**config.mk**
```make
export PLATFORM = sky130hd
export DESIGN_NAME = sorted_streamer
export DESIGN_NICKNAME = d
export VERILOG_FILES = /design/src/rtl/sorted_streamer.sv
export SDC_FILE = /design/constraint.sdc
export NUM_CORES = 1
export LEC_CHECK = 0
export ABC_AREA = 1
export CAP_MARGIN = 20
export CORE_ASPECT_RATIO = 0.8
export CORE_MARGIN = 5
export CORE_UTILIZATION = 45
export CTS_CLUSTER_SIZE = 25
export DETAILED_ROUTE_END_ITERATION = 12
export PLACE_DENSITY = 0.81
export SLEW_MARGIN = 20
export SYNTH_ARGS = -nofsm -noshare
export SYNTH_HDL_FRONTEND = slang
export SYNTH_SLANG_ARGS = --single-unit
```
**constraint.sdc**
```tcl
create_clock -name clk -period 2.7 [get_ports clk]
set_input_delay 0.54 -clock clk [delete_from_list [all_inputs] [get_ports clk]]
set_output_delay 0.54 -clock clk [all_outputs]
set_load 0.01 [all_outputs]
```
**src/rtl/sorted_streamer.sv**
```systemverilog
// Purpose: captures a sorted N-entry distance vector and streams its k smallest entries in rank order.
// Latency: first beat is presented one cycle after the capture edge; one beat per out_ready cycle after that.
// Backpressure: out_ready low holds the current beat stable; in_ready is low while a list is held or streaming.
//
// Ports:
//   clk, rst             single clock, asynchronous active-low reset
//   c, in_valid/in_ready  sorted input vector (entry 0 smallest) and capture handshake
//   k                    number of entries to emit, sampled at capture (0 or >= N means all N)
//   out_valid/out_ready   output handshake qualifying out_data, out_idx, out_last
//   busy                 high while a captured list is streaming
module sorted_streamer #(
  parameter int WIDTH = 16,
  parameter int n     = 8
) (
  input  logic                      clk,
  input  logic                      rst,
  input  logic [2*n*WIDTH-1:0]      c,
  input  logic                      in_valid,
  output logic                      in_ready,
  input  logic [4:0]                k,
  input  logic                      out_ready,
  output logic                      out_valid,
  output logic [WIDTH-1:0]          out_data,
  output logic [$clog2(2*n)-1:0]    out_idx,
  output logic                      out_last,
  output logic                      busy
);

  localparam int N  = 2 * n;
  localparam int IW = $clog2(N);
  // One extra bit so the effective count can hold N itself.
  localparam int CW = IW + 1;

  localparam logic [0:0] S_IDLE   = 1'b0;
  localparam logic [0:0] S_STREAM = 1'b1;

  logic [0:0]       state_q, state_d;
  logic [IW-1:0]    rank_q, rank_d;
  logic [CW-1:0]    cnt_q, cnt_d;
  logic [WIDTH-1:0] buf_q [N];

  logic             streaming;
  logic             capture;
  logic             xfer;
  logic             at_last;
  logic [CW-1:0]    k_eff;

  assign streaming = (state_q == S_STREAM);
  assign capture   = (state_q == S_IDLE) && in_valid;
  assign xfer      = streaming && out_ready;
  assign at_last   = streaming && ({1'b0, rank_q} == (cnt_q - CW'(1)));

  // k of zero or at least N means "emit the whole list".
  always_comb begin
    k_eff = CW'(N);
    if ((k != 5'd0) && (32'(k) < N)) begin
      k_eff = CW'(k);
    end
  end

  always_comb begin
    state_d = state_q;
    rank_d  = rank_q;
    cnt_d   = cnt_q;
    case (state_q)
      S_IDLE: begin
        if (in_valid) begin
          state_d = S_STREAM;
          rank_d  = '0;
          cnt_d   = k_eff;
        end
      end
      S_STREAM: begin
        if (out_ready) begin
          if (at_last) begin
            // Return to idle without capturing; rank parks at 0.
            state_d = S_IDLE;
            rank_d  = '0;
          end else begin
            rank_d  = rank_q + IW'(1);
          end
        end
      end
      default: begin
        state_d = S_IDLE;
        rank_d  = '0;
      end
    endcase
  end

  always_ff @(posedge clk or negedge rst) begin
    if (!rst) begin
      state_q <= S_IDLE;
      rank_q  <= '0;
      cnt_q   <= '0;
    end else begin
      state_q <= state_d;
      rank_q  <= rank_d;
      cnt_q   <= cnt_d;
    end
  end

  always_ff @(posedge clk or negedge rst) begin
    if (!rst) begin
      for (int i = 0; i < N; i++) begin
        buf_q[i] <= '0;
      end
    end else if (capture) begin
      for (int i = 0; i < N; i++) begin
        buf_q[i] <= c[i*WIDTH +: WIDTH];
      end
    end
  end

  assign in_ready  = !streaming;
  assign out_valid = streaming;
  assign busy      = streaming;
  assign out_idx   = rank_q;
  assign out_last  = at_last;
  assign out_data  = streaming ? buf_q[rank_q] : '0;

endmodule

```
==> results of run 1 <==
[worst max-delay path: stages (launching register included)]
cell     delay (ns)
dfrtp_4        0.50
buf_8          0.16
inv_8          0.10
buf_12         0.13
buf_16         0.13
nand2_1        0.09
nand3_1        0.13
nand3_2        0.12
nand3_2        0.09
a21oi_2        0.05
buf_4          0.18
[synthesized netlist by cell type, drive strengths merged]
| cell type | n | area share |
|---|---|---|
| a21oi | 19 | 0.0073 |
| buf | 98 | 0.049 |
| clkbuf | 12 | 0.0034 |
| dfrtp | 266 | 0.51 |
| ha | 2 | 0.0019 |
| inv | 191 | 0.055 |
| nand2 | 674 | 0.19 |
| nand3 | 171 | 0.065 |
| nor2 | 135 | 0.039 |
| nor3 | 1 | 0.00038 |
| o21ai | 197 | 0.075 |
| o22ai | 1 | 0.00048 |
| or2 | 1 | 0.00048 |
| xor2 | 2 | 0.0013 |
[per-layer routing]
layer  vias to the layer above  GRT usage
li1                       6026          -
met1                      6157      0.388
met2                       713      0.441
met3                        99     0.0536
met4                         2     0.0901
met5                         -          0
[kinds of logic after synthesis]
group           Yosys count
buf+inv                 301
flops                   266
compound gates          217
xor+xnor                  2
fa+ha+maj                 2
simple gates            982
[area by class of cell]
type | instances | area, µm² | area share
Tap cell | 370 | 463 | 0.0248
Clock buffer | 41 | 828 | 0.0444
Timing Repair Buffer | 358 | 4020 | 0.216
Multi-Input combinational cell | 1203 | 5880 | 0.315
Antenna cell | 1 | 2.50 | 0.000134
Sequential cell | 266 | 6660 | 0.357
Clock inverter | 5 | 57.6 | 0.00309
Inverter | 191 | 741 | 0.0397
[power by group]
part / leakage, nW / internal (W) / switching, W
Clock: 0.440 / 0.00219 / 0.00153
Combinational: 5.32 / 0.00453 / 0.00660
Sequential: 3.11 / 0.00592 / 0.000913
Total: 8.87 / 0.0126 / 0.00904
[repair_timing]
| item | CTS | global route |
|---|---|---|
| endpoints found under the setup margin | 17 | 17 |
| gates resized for setup | 177 | 137 |
| buffers inserted | 11 | 5 |
| pin swaps | 38 | 72 |
| cloned | 13 | 3 |
| hold buffers | 0 | 0 |
| endpoints found under the hold margin | 0 | 0 |
[sequential cells by signal (all words and copies together) (netlist names)]
| register | count |
|---|---|
| buf_q | 256 |
| cnt_q | 5 |
| out_idx | 4 |
| busy | 1 |
[stage by stage]
stage | setup slack (ns) | instance area [µm²] | utilization | TNS [ns]
5_1_grt | -0.120 | 18700 | 0.655 | -1.23
6_report | -0.0471 | 18700 | 0.655 | -0.289
3_5_place_dp | -0.0475 | 16400 | 0.574 | -0.0475
2_1_floorplan | 0.826 | 13100 | - | 0
4_1_cts | -0.124 | 18100 | 0.635 | -1.05
3_3_place_gp | -0.00116 | 16400 | 0.574 | -0.00116
[worst max-delay path by stage]
stage / cells after the start / slack (ns) / start / to
floorplan: 7 / 0.83 / out_idx[1] / out_data[12]
CTS: 9 / -0.12 / out_idx[0] / out_data[4]
global route: 10 / -0.12 / out_idx[0] / out_data[14]
detailed placement: 8 / -0.05 / out_idx[0] / out_data[1]
finish: 10 / -0.05 / out_idx[0] / out_data[5]
global placement: 8 / -0.001 / out_idx[0] / out_data[1]
==> reports/summary.txt, run 1 <==
outcome - finished, violations left
violated checks - hold timing, setup timing
Ports - 289
Slew Limit Headroom - 0.418
Worst R2R Path Depth - 6
vias in the first global route - 12798
RSZ-0062 raised after global routing - true
Yosys warning total - 0
Clock Sink Count - 266
Post-Synthesis Cells - 1770
HPWL Detailed - 32400 µm
clk root buf - clkbuf_16
routed vias - 12997
Startpoint Class - flip-flop
commonest non-fill, non-tap cell in the layout - nand2_1
Fin. Hold Viols - 8
Core Region - 0.0285 mm²
final WL - 47300 µm
met3 wire length - 4660 µm
layout cell share with drive strength beyond 1 - 0.148
Setup Viol. Count Final - 13
worst hold slack - -0.00338 ns
power density over the cells - 1160 mW/mm²
post-synthesis compound-gate area fraction - 0.0830
die area - 0.0327 mm²
Min-Delay Path Class - input pin to asynchronous set/reset pin
Tot Pwr - 0.0217 W
FF-to-FF Start - busy
I/O Buffers - 288
capturing element type of the critical path - output pin
drt pass-1 iters - 5
CP Class - flip-flop to output pin
area fraction in and, or, nand and nor cells after synthesis - 0.299
Max clock buf depth - 3
Layout Nets - 2314
Die Wd - 201 µm
setup clock skew after layout - 0.0116 ns
Final min period - 2.75 ns
CTS tree - done
row count - 55
crit share post-route - 1.02
non-filler instance count after layout - 2435
Placed Cells incl. Taps - 2360
Seq cells post-synth - 266
Slew Limit Fails - 0
Chip Height - 163 µm
worst path arrival time - 2.21 ns
wire per inst - 19.4 µm
final worst slack - -0.0471 ns
initial antenna violation count - 2
first-pass GRT wire length - 71800 µm
largest family of logic cells by synthesized area - simple AND/OR/NAND/NOR gates
Initial Util - 0.460
CTS H-tree depth - 1
DRC Markers - 0
VDD IR max - 0.000668 V
fillers - 2275
synthesis-to-finish area growth - 42.4%
vias per cell - 5.34
gr usage total - 0.277
synthesized area - 0.0131 mm²
M1 WL - 19500 µm
clock transition at the registers of the reported paths - 0.06 ns
met2 WL - 21600 µm
Adder-Cell Fraction of Synth Area - 0.00191
Synthesized Nets - 2037
clock latency on the worst-skew pair - 0.53 ns
largest net degree at the start of global routing - 82
TritonCTS Buffers - 27
post-synthesis sequential area ratio - 0.508
antenna-violating nets left - 0
LEAKAGE - 8.87 nW
worst-margin pin slew - 0.873 ns
Crit path required time - 2.16 ns
max cap viols - 0
remaining global-route overflow - 0
proportion of synthesized area in mux cells - 0
Max Fclk - 364 MHz
RR Endpoint - buf_q[226]
Final Wtd Congestion - 0.898
Distinct cells, synth - 22
xor/xnor share of the synthesized area - 0.00134
most frequent cells in the layout - nand2_1 (650), clkdlybuf4s50_1 (270), dfrtp_1 (264), inv_1 (185)
top routing layer used - met5
Iter 0 DRT Violations - 1361
crit path max fanout - 7
mean area per synthesized cell - 7.40 µm²
reg-to-reg slack, setup - 0.51 ns
(Power assumes the default switching activity.)
==> run 2, diff against run 1 <==
--- a/config.mk
+++ b/config.mk
@@ -10,6 +10,7 @@
 export CORE_ASPECT_RATIO = 0.8
 export CORE_MARGIN = 5
 export CORE_UTILIZATION = 45
+export CTS_CLUSTER_DIAMETER = 120
 export CTS_CLUSTER_SIZE = 25
 export DETAILED_ROUTE_END_ITERATION = 12
 export PLACE_DENSITY = 0.81
==> reports/summary.txt, run 2 (synthesis results as in run 1) <==
outcome - finished, violations left
violated checks - setup timing
gr usage total - 0.267 (-0.0100)
antenna-violating nets left - 0 (unchanged)
crit share post-route - 1.03 (+0.0145)
vias per cell - 5.32 (-0.32%)
delay of the slowest cell on the worst path - 0.53 ns (+0.03 ns)
CP Class - flip-flop to output pin
initial antenna violation count - 0 (-2)
Slew Limit Headroom - 0.409 (-0.00886)
Final Wtd Congestion - 0.898 (unchanged)
setup TNS - -0.474 ns (-0.185 ns)
slowest cell on the critical path - dfrtp_4
drt pass-1 iters - 5 (unchanged)
CP most frequent cell - nand3_2
commonest non-fill, non-tap cell in the layout - nand2_1
wire per inst - 19.1 µm (-2.0%)
remaining global-route overflow - 0 (unchanged)
Util after Layout - 0.631 (-0.0241)
final WL - 45800 µm (-3.2%)
most frequent cells in the layout - nand2_1 (665), clkdlybuf4s50_1 (270), dfrtp_1 (264), inv_1 (185), o21ai_0 (109)
worst path cell trace - buf_12, buf_16, clkbuf_16, nand2_1, nand3_2, nand3_2, nand3_2, a21oi_2, buf_2
HPWL Detailed - 32400 µm (unchanged)
max reg flops - 256 (unchanged)
Crit path required time - 2.16 ns (about the same)
worst-margin pin slew - 0.886 ns (+0.0133 ns)
clock transition at the registers of the reported paths - 0.11 ns (+0.05 ns)
largest net degree at the start of global routing - 82 (unchanged)
Ports - 289 (unchanged)
setup clock skew after layout - 0.0175 ns (+0.00590 ns)
power density over the cells - 1110 mW/mm² (-4.8%)
Min-Delay Path Class - input pin to asynchronous set/reset pin
Die Wd - 201 µm (unchanged)
row count - 55 (unchanged)
DRC Markers - 0 (unchanged)
routed vias - 12785 (-1.6%)
crit path max fanout - 8 (+1)
Core Region - 0.0285 mm² (unchanged)
Max clock buf depth - 3 (unchanged)
layout cell share with drive strength beyond 1 - 0.120 (-0.0282)
max cap viols - 0 (unchanged)
I/O Buffers - 288 (unchanged)
worst path arrival time - 2.25 ns (+0.04 ns)
Fin. Hold Viols - 0 (-8)
first-pass GRT wire length - 69100 µm (-3.9%)
Initial Util - 0.460 (unchanged)
RSZ-0062 raised after global routing - true
final worst slack - -0.0861 ns (-0.0390 ns)
CTS tree - done
Max Fclk - 359 MHz (-1.4%)
buffer and inverter count on the worst path - 4 (-1)
die area - 0.0327 mm² (unchanged)
Chip Height - 163 µm (unchanged)
Setup Viol. Count Final - 12 (-1)
Final min period - 2.79 ns (+0.0390 ns)
Top delay family on crit path - buffers and inverters
Startpoint Class - flip-flop
LEAKAGE - 8.55 nW (-3.6%)
CTS H-tree depth - 1 (unchanged)
reg-to-reg slack, setup - 0.55 ns (+0.04 ns)
Hold-fix buffers, CTS - 0 (unchanged)
TritonCTS Buffers - 14 (-48%)
Clock Sink Count - 266 (unchanged)
Iter 0 DRT Violations - 1476 (+8.4%)
vias in the first global route - 12219 (-4.5%)
Slew Limit Fails - 0 (unchanged)
synthesis-to-finish area growth - 37.1%
most flop-heavy register - buf_q
clock latency on the worst-skew pair - 0.50 ns (-0.03 ns)
capturing element type of the critical path - output pin
VDD IR max - 0.000470 V (-30%)
clk root buf - clkbuf_16
Layout Nets - 2298 (-0.69%)
## run 2: area by class of cell
class | instances | area [µm²]
Antenna cell | 1 | 2.50
Clock buffer | 16 | 379
Clock inverter | 1 | 11.3
Fill cell | 2367 | 10500
Inverter | 191 | 746
Multi-Input combinational cell | 1203 | 5710
Sequential cell | 266 | 6660
Tap cell | 370 | 463
Timing Repair Buffer | 355 | 4000
## run 2: repair_timing
item	4_1_cts	5_1_grt
gates resized for setup	184	90
setup buffers	9	1
pin swaps	32	60
setup endpoints to repair	17	17
cloned	11	6
## run 2: path summary, 6_finish.rpt
| path | to | start | cells past startpoint |
|---|---|---|---|
| worst max-delay path | out_data[9] | out_idx[0] | 9 |
| worst min-delay path | buf_q[147] | rst | 1 |
| worst max register to register | buf_q[204] | busy | 6 |
| worst min register to register | buf_q[244] | buf_q[244] | 2 |
| max in group asynchronous | buf_q[226] | rst | 2 |
| min in group clk | buf_q[244] | buf_q[244] | 2 |
## run 2: per-stage QoR
step                std cells  power, W  worst slack [ns]  cell area, µm²  hold WS (ns)
CTS                      2397    0.0190           -0.0604           17500        0.0487
finish                   2403    0.0199           -0.0861           18000        0.0268
detailed placement       2360    0.0155           -0.0475           16400         0.462
global placement         2360    0.0152          -0.00116           16400         0.460
floorplan                1770    0.0119             0.826           13100         0.244
global route             2402    0.0211            -0.125           18000        0.0861
## run 2: power by group
part	switching, W	leakage (nW)	internal, W
Combinational	0.00635	5.25	0.00443
Sequential	0.000906	3.11	0.00590
Clock	0.00129	0.192	0.00102
Total	0.00855	8.55	0.0113
## run 2: per-layer routing
metal | global-route usage | wire length (µm)
met5 | 0 | 0
met4 | 0.0654 | 1290
met3 | 0.0510 | 4610
met2 | 0.424 | 20700
met1 | 0.384 | 19200
==> run 3, diff against run 2 <==
--- a/config.mk
+++ b/config.mk
@@ -13,7 +13,7 @@
 export CTS_CLUSTER_DIAMETER = 120
 export CTS_CLUSTER_SIZE = 25
 export DETAILED_ROUTE_END_ITERATION = 12
-export PLACE_DENSITY = 0.81
+export PLACE_DENSITY_LB_ADDON = 0.1
 export SLEW_MARGIN = 20
 export SYNTH_ARGS = -nofsm -noshare
 export SYNTH_HDL_FRONTEND = slang
==> reports/summary.txt, run 3 (synthesis results as in run 1) <==
VDD IR max - 0.000470 V (about the same)
LEAKAGE - 8.55 nW (about the same)
Util after Layout - 0.627 (-0.00382)
CP Class - flip-flop to output pin
Worst R2R Path Depth - 7 (+1)
Multi-input gate area - 0.00564 mm² (-1.2%)
die area - 0.0327 mm² (unchanged)
final WL - 47000 µm (+2.5%)
wire per inst - 19.5 µm (+2.4%)
Switching Fraction - 0.433 (+0.00318)
gr usage total - 0.273 (+0.00564)
synthesis-to-finish area growth - 36.3%
clock latency on the worst-skew pair - 0.50 ns (about the same)
Hold-fix buffers, CTS - 0 (unchanged)
initial antenna violation count - 0 (unchanged)
Slew Limit Headroom - 0.406 (-0.00252)
area taken by flip-flops and latches - 0.00667 mm² (about the same)
setup TNS - -0.110 ns (+0.363 ns)
Net Switching - 0.00857 W (+0.26%)
most frequent cells in the layout - nand2_1 (660), clkdlybuf4s50_1 (270), dfrtp_1 (263), inv_1 (186), nor2_1 (125)
fillers - 2521 (+6.5%)
Max Fclk - 363 MHz (+1.0%)
worst path arrival time - 2.22 ns (-0.03 ns)
commonest non-fill, non-tap cell in the layout - nand2_1
Slew Limit Fails - 0 (unchanged)
Core Region - 0.0285 mm² (unchanged)
TritonCTS Buffers - 14 (unchanged)
pre-CTS WS - -0.0145 ns (+0.0330 ns)
Die Wd - 201 µm (unchanged)
Reg power frac - 0.341 (about the same)
Clock Power Share - 0.118 (+0.002)
Min-Delay Path Class - input pin to asynchronous set/reset pin
Initial Util - 0.460 (unchanged)
Pint - 0.0112 W (-1.0%)
worst-margin pin slew - 0.890 ns (+0.00377 ns)
CTS H-tree depth - 1 (unchanged)
I/O Buffers - 288 (unchanged)
HPWL Detailed - 32900 µm (+1.5%)
Iter 0 DRT Violations - 1313 (-11%)
Crit path required time - 2.16 ns (about the same)
final worst slack - -0.0573 ns (+0.0288 ns)
Setup Viol. Count Final - 6 (-6)
first-pass GRT wire length - 70800 µm (+2.5%)
violated checks - setup timing
Max clock buf depth - 3 (unchanged)
antenna-violating nets left - 0 (unchanged)
DRC Markers - 0 (unchanged)
largest net degree at the start of global routing - 82 (unchanged)
drt pass-1 iters - 7 (+2)
Clock Sink Count - 266 (unchanged)
clock transition at the registers of the reported paths - 0.11 ns (about the same)
reg-to-reg slack, setup - 0.59 ns (+0.04 ns)
max cap viols - 0 (unchanged)
Startpoint Class - flip-flop
Comb power frac - 0.541 (about the same)
setup clock skew after layout - 0.0177 ns (+0.000216 ns)
Final min period - 2.76 ns (-0.0288 ns)
crit path max fanout - 6 (-2)
Chip Height - 163 µm (unchanged)
FF-to-FF Start - busy
Ports - 289 (unchanged)
row count - 55 (unchanged)
crit share post-route - 1.02 (-0.0107)
power density over the cells - 1110 mW/mm² (+0.13%)
vias per cell - 5.20 (-2.2%)
RR Endpoint - buf_q[42]
routed vias - 12522 (-2.1%)
Fin. Hold Viols - 0 (unchanged)
layout cell share with drive strength beyond 1 - 0.112 (-0.00711)
outcome - finished, violations left
remaining global-route overflow - 0 (unchanged)
Layout Nets - 2302 (+0.17%)
CTS tree - done
RSZ-0062 raised after global routing - true
Final Wtd Congestion - 0.883 (-1.6%)
most flop-heavy register - buf_q
vias in the first global route - 12151 (-0.56%)
clk root buf - clkbuf_16
max reg flops - 256 (unchanged)
Inserted Diodes - 0 (-1)
capturing element type of the critical path - output pin
[run 3: routing by layer]
layer  GRT usage  wire [µm]  vias up
met2       0.416      20500      552
met5           0          0        -
met4      0.0672       1400        0
met3      0.0607       4190       86
li1            -          -     5980
met1       0.400      20800     5904
[run 3: critical path, cell delays in order, from the launching register on]
cell and delay (ns):
dfrtp_4 0.52, buf_12 0.18, buf_12 0.15, clkbuf_16 0.17, nand2_4 0.07, nand3_2 0.08, nand3_2 0.11, nand3_2 0.10
a21oi_2 0.19, buf_6 0.14
[run 3: area by class of cell]
class,instances,area share
Multi-Input combinational cell,1203,0.316
Clock inverter,1,0.000631
Inverter,191,0.0419
Tap cell,370,0.0259
Clock buffer,16,0.0212
Sequential cell,266,0.373
Timing Repair Buffer,359,0.222
[run 3: metrics by stage]
| stage | std cells | power [W] | hold WS (ns) | instance area [µm²] |
|---|---|---|---|---|
| floorplan | 1770 | 0.0119 | 0.244 | 13100 |
| global placement | 2368 | 0.0154 | 0.457 | 16400 |
| detailed placement | 2368 | 0.0155 | 0.464 | 16400 |
| CTS | 2397 | 0.0187 | 0.0560 | 17300 |
| global route | 2406 | 0.0210 | 0.0526 | 17900 |
| finish | 2406 | 0.0198 | 0.0131 | 17900 |
[run 3: timing repair]
item,in CTS,in global routing
pin swaps,28,48
gates resized for setup,160,87
endpoints found under the hold margin,0,0
cloned,7,7
buffers inserted,5,2
endpoints found under the setup margin,17,17
[run 3: power groups by stage]
stage	clock network (W)	registers [W]	logic, W
2_1_floorplan	0	0.00648	0.00541
5_1_grt	0.00250	0.00694	0.0116
3_3_place_gp	0	0.00676	0.00865
4_1_cts	0.00236	0.00673	0.00964
3_5_place_dp	0	0.00679	0.00875
6_report	0.00233	0.00676	0.0107
[run 3: how the worst max path moves through the flow]
stage	depth (start not counted)	start	slack, ns	end
6_report	9	out_idx[0]	-0.06	out_data[10]
5_1_grt	9	out_idx[0]	-0.06	out_data[10]
4_1_cts	10	out_idx[0]	-0.02	out_data[3]
3_5_place_dp	8	out_idx[0]	-0.01	out_data[6]
3_3_place_gp	8	out_idx[0]	-0.02	out_data[6]
2_1_floorplan	7	out_idx[1]	0.83	out_data[12]
